## config.mk

```make
export PLATFORM = sky130hd
export DESIGN_NAME = sccpu_regfile
export DESIGN_NICKNAME = d
export VERILOG_FILES = /design/src/rtl/sccpu_regfile.sv
export SDC_FILE = /design/constraint.sdc
export NUM_CORES = 2
export LEC_CHECK = 0
export CAP_MARGIN = 0
export CORE_UTILIZATION = 55
export CTS_CLUSTER_DIAMETER = 50
export DETAILED_ROUTE_END_ITERATION = 12
export GPL_TIMING_DRIVEN = 1
export MAX_ROUTING_LAYER = met4
export PLACE_DENSITY = 0.8
export SKIP_LAST_GASP = 1
export SLEW_MARGIN = 0
export SYNTH_ARGS = -nofsm -noshare
export SYNTH_HDL_FRONTEND = slang
export SYNTH_SLANG_ARGS = --single-unit
export TNS_END_PERCENT = 20
```

## constraint.sdc

```tcl
create_clock -name clk -period 44.3 [get_ports clk]
set_input_delay 8.86 -clock clk [delete_from_list [all_inputs] [get_ports clk]]
set_output_delay 8.86 -clock clk [all_outputs]
set_load 0.01 [all_outputs]
```

## src/rtl/sccpu_regfile.sv

```systemverilog
// sccpu_regfile: 2**AW x WIDTH general-purpose register file for the
// single-cycle CPU datapath.
//   Write port : we / wa / wd. The address is decoded to a one-hot enable and
//                commits on the rising clk edge. r[0] is hardwired to zero.
//   Read ports : rd0 <- ra0 and rd1 <- ra1 are combinational ALU operand
//                reads. When BYPASS=1 they forward wd on an address match.
//   Debug port : dbg_rd <- dbg_ra is combinational and never bypassed.
//   wr_cnt     : saturating count of committed writes to nonzero registers.
//   rst        : asynchronous, active-high. Clears every register and wr_cnt.

// One storage register. It is instantiated once per nonzero address.
module sccpu_regfile_reg #(
  parameter int WIDTH = 32
) (
  input  logic             clk,
  input  logic             rst,
  input  logic             en,
  input  logic [WIDTH-1:0] d,
  output logic [WIDTH-1:0] q
);
  always_ff @(posedge clk or posedge rst) begin
    if (rst)     q <= '0;
    else if (en) q <= d;
  end
endmodule

module sccpu_regfile #(
  parameter int WIDTH  = 32,
  parameter int AW     = 5,
  parameter bit BYPASS = 1'b0
) (
  input  logic             clk,
  input  logic             rst,
  input  logic             we,
  input  logic [AW-1:0]    wa,
  input  logic [WIDTH-1:0] wd,
  input  logic [AW-1:0]    ra0,
  output logic [WIDTH-1:0] rd0,
  input  logic [AW-1:0]    ra1,
  output logic [WIDTH-1:0] rd1,
  input  logic [AW-1:0]    dbg_ra,
  output logic [WIDTH-1:0] dbg_rd,
  output logic [15:0]      wr_cnt
);
  localparam int NREG = 2**AW;

  logic [NREG-1:0]            wen;
  logic [NREG-1:0][WIDTH-1:0] r;
  logic                       wr_nz;

  // Any enabled write to a nonzero address. This drives both the counter
  // and the bypass qualifier.
  assign wr_nz = we & (wa != '0);

  genvar i;
  generate
    for (i = 0; i < NREG; i++) begin : g_reg
      if (i == 0) begin : g_zero
        assign wen[i] = 1'b0;
        assign r[i]   = '0;
      end else begin : g_store
        // Gating the compare with we keeps an unknown wa from reaching any
        // enable while no write is in progress.
        assign wen[i] = we & (wa == AW'(i));
        sccpu_regfile_reg #(.WIDTH(WIDTH)) u_reg (
          .clk (clk),
          .rst (rst),
          .en  (wen[i]),
          .d   (wd),
          .q   (r[i])
        );
      end
    end
  endgenerate

  // r[0] is constant zero, so the explicit zero select only documents intent.
  logic [WIDTH-1:0] arr0, arr1;
  assign arr0   = (ra0    == '0) ? '0 : r[ra0];
  assign arr1   = (ra1    == '0) ? '0 : r[ra1];
  assign dbg_rd = (dbg_ra == '0) ? '0 : r[dbg_ra];

  generate
    if (BYPASS) begin : g_byp
      assign rd0 = (wr_nz && (wa == ra0)) ? wd : arr0;
      assign rd1 = (wr_nz && (wa == ra1)) ? wd : arr1;
    end else begin : g_nobyp
      assign rd0 = arr0;
      assign rd1 = arr1;
    end
  endgenerate

  // The counter sticks at all-ones instead of wrapping.
  always_ff @(posedge clk or posedge rst) begin
    if (rst)                             wr_cnt <= '0;
    else if (wr_nz && wr_cnt != 16'hFFFF) wr_cnt <= wr_cnt + 16'd1;
  end
endmodule

```

==> impl_metrics.tcl <==
set metrics [dict create \
    port_buffers 166 \
    area_growth_pct 10.6 \
    final_cell_area_um2 68100 \
    ys_async_sr_fraction 1.00 \
    vdd_drop_max_mv 0.0348 \
    yosysTopAreaCellShare 0.410 \
    criticalPathCategory "in2out" \
    ctsHoldBuffers 0 \
    clk_pin_slew_ns 0.05 \
    drc_errors 0 \
    finalNonFillerCells 5839 \
    cts_root_buf "clkbuf_16" \
    nets 4290 \
    final.period_utilization 0.513 \
    fin_skew_ns 0.00567 \
    pwr-share-seq 0.418 \
    p_sw_mw 0.911 \
    wl_met2_um 91200 \
    maxSlewViolCount 0 \
    fp.dieW_um 337 \
    min_path_type "reg2reg" \
    yosysMostFrequentCell "mux2_2" \
    outcome "finished clean" \
    drive_above_1_share 0.493 \
    cts-buffers-inserted 118 \
    synthCells 4360 \
    hpwlAfterDp_um 112000 \
    cts_sinks 1008 \
    hold_end "wr_cnt[7]$_DFFE_PP0P_" \
    ys_warn_count 0 \
    ys_top_cells_by_area "dfrtp_1, mux4_2, mux2_2" \
    met1_length_um 72500 \
    finalHoldViolCount 0 \
    htree_levels 3 \
    ant_nets 0 \
    die_height_um 337 \
    power_density_nw_per_um2 45.1 \
    intPower_mw 2.16 \
    fp.coreArea_um2 111000 \
    critPathArrivalTime_ns 13.85 \
    ctsResizeCount 0 \
    pin_count 167 \
    met3_length_um 28300 \
    ys_types 43 \
    synth.avg_cell_area_um2 14.1 \
    place.gp.congestion 0.898 \
    cts_tree "built" \
    ys_seq_area_frac 0.410 \
    combinationalPowerShare 0.244 \
    worstRegToRegCells 6 \
    synth_edf_count 0 \
    tightest_slew_ns 1.31 \
    synth_top_flop_cell "dfrtp_1" \
    path_max_fanout 61 \
    syn-num-nets 4416 \
    antenna_found_initial 11 \
    drtIter0Drc 6431 \
    vias_per_cell 7.64 \
    end_kind "output pin" \
    grt_max_degree 180 \
    wl_per_cell_um 35.5 \
    worstPathRequired_ns 35.44 \
    slew_headroom 0.130 \
    die_area_um2 113000 \
    holdCritStartpoint "wr_cnt[7]$_DFFE_PP0P_" \
    finalSetupViolCount 0 \
    insertion_delay_ns 0.72 \
    drt_pass1_iterations 6 \
    fillers 8156 \
    leakage_nw 28.4 \
    clockPowerShare 0.338 \
    dpl_cell_area_um2 63900 \
    finalPower_mw 3.07 \
    initial_utilization 0.556 \
    fp-row-count 122 \
    synth-seq-cells 1008 \
    rsz0062_at_grt "no" \
    syn_area_um2 61600 \
    min_period_ns 22.71 \
    r2r_slack_ns 42.19 \
    switching_share 0.297 \
    synth_top_area_cell "dfrtp_1" \
    min_path_cells 1 \
    drv_cap 0 \
    route.vias.total 44627 \
    clockBufferDepth 3 \
    holdWs_ns 0.496 \
    wl_um 207000 \
    grt_use_total 0.381 \
    grt_pass1_vias 44336 \
    finalSetupTns_ns 0 \
    r2r_end "wr_cnt[15]$_DFFE_PP0P_" \
    dp.cells 5602 \
    post-cts-setup-buffer-count 0 \
    timing.fmax_ghz 0.0440 \
    yosys-top-cells-count "mux2_2, dfrtp_1, mux4_2" \
    overflow 0 \
    worst_setup_path_start_kind "primary input" \
    grt_pass1_wl_um 304000 \
    worstReg2RegStart "wr_cnt[0]$_DFFE_PP0P_" \
    top_layer_used "met4" \
]
==> per-stage QoR <==
| step | util | worst slack, ns |
|---|---|---|
| 5_1_grt | 0.614 | 21.29 |
| 6_report | 0.614 | 21.59 |
| 2_1_floorplan | - | 7.08 |
| 3_3_place_gp | 0.577 | 21.68 |
| 3_5_place_dp | 0.577 | 21.62 |
| 4_1_cts | 0.614 | 21.61 |
==> logic make-up after synthesis <==
kind of cell	synth area share
compound gates	0.0656
xor+xnor	0.00213
flops	0.410
buf+inv	0.0358
mux	0.464
fa+ha+maj	0.000203
simple gates	0.0229
==> placed cells by master (no fill, tap or decap), types with 5 or more instances in the layout <==
cell type           n
nor2b_1            22
clkbuf_16         118
nand3_1             5
nand2_1           150
nand2_2            10
nor2_4             18
o22ai_1            41
bufinv_16          16
nand4_1             6
nor3_1             43
clkinvlp_4          9
clkinv_4           11
clkbuf_1           15
clkinv_2           22
inv_6              13
a221oi_1           20
a22o_1            128
a22oi_1            76
a21oi_1            76
o221ai_1           75
o21ai_0           140
nand2b_1            7
nor2b_4             8
a211oi_1           21
xnor2_1            11
clkbuf_8           13
nor2_1             16
dfrtp_1          1008
buf_8               6
buf_4              87
mux2i_1           164
clkdlybuf4s50_1   151
mux4_2            608
mux2_2           1169
diode_2            15
==> layout make-up <==
class,count,area [um2],area share
multi-input combinational,2852,34400,0.506
sequential,1008,25200,0.371
clock buffer,146,3190,0.0468
timing repair buffer,251,2350,0.0346
tap,1488,1860,0.0273
clock inverter,76,953,0.0140
antenna,15,37.5,0.000551
inverter,3,18.8,0.000276
==> power by group through the flow <==
stage               registers, mW  clock network, mW  logic (mW)
floorplan                    1.23                  0       0.570
global placement             1.27                  0       0.716
detailed placement           1.29                  0       0.735
CTS                          1.28               1.04       0.739
global route                 1.31               1.08       0.787
finish                       1.28               1.04       0.748
==> flip-flops by register name (all words and copies together), names as in the netlist <==
name and cells:
g.g_store.u_reg.q 992, wr_cnt 16
==> worst max-delay path by stage <==
stage,startpoint,slack [ns],cells after the start,endpoint
global route,dbg_ra[0],21.29,10,dbg_rd[0]
CTS,dbg_ra[0],21.61,9,dbg_rd[24]
detailed placement,dbg_ra[0],21.62,9,dbg_rd[24]
global placement,dbg_ra[0],21.68,9,dbg_rd[24]
finish,dbg_ra[0],21.59,10,dbg_rd[0]
floorplan,rst,7.08,1,g_reg[10].g_store.u_reg.q[0]$_DFFE_PP0P_
==> worst max-delay path, cell delays in order <==
cell,delay [ns]
buf_8,0.51
buf_4,0.76
buf_4,0.82
buf_4,0.80
mux4_2,0.36
mux2i_1,0.08
nand2_1,0.11
nand2_1,0.06
o21ai_0,0.69
clkdlybuf4s50_1,0.69
==> routing by layer <==
metal / GRT usage / vias up
li1: - / 17002
met4: 0.237 / 0
met2: 0.540 / 3664
met5: - / -
met3: 0.109 / 952
met1: 0.483 / 23009
No activity file was read; power rests on OpenSTA's default activity.
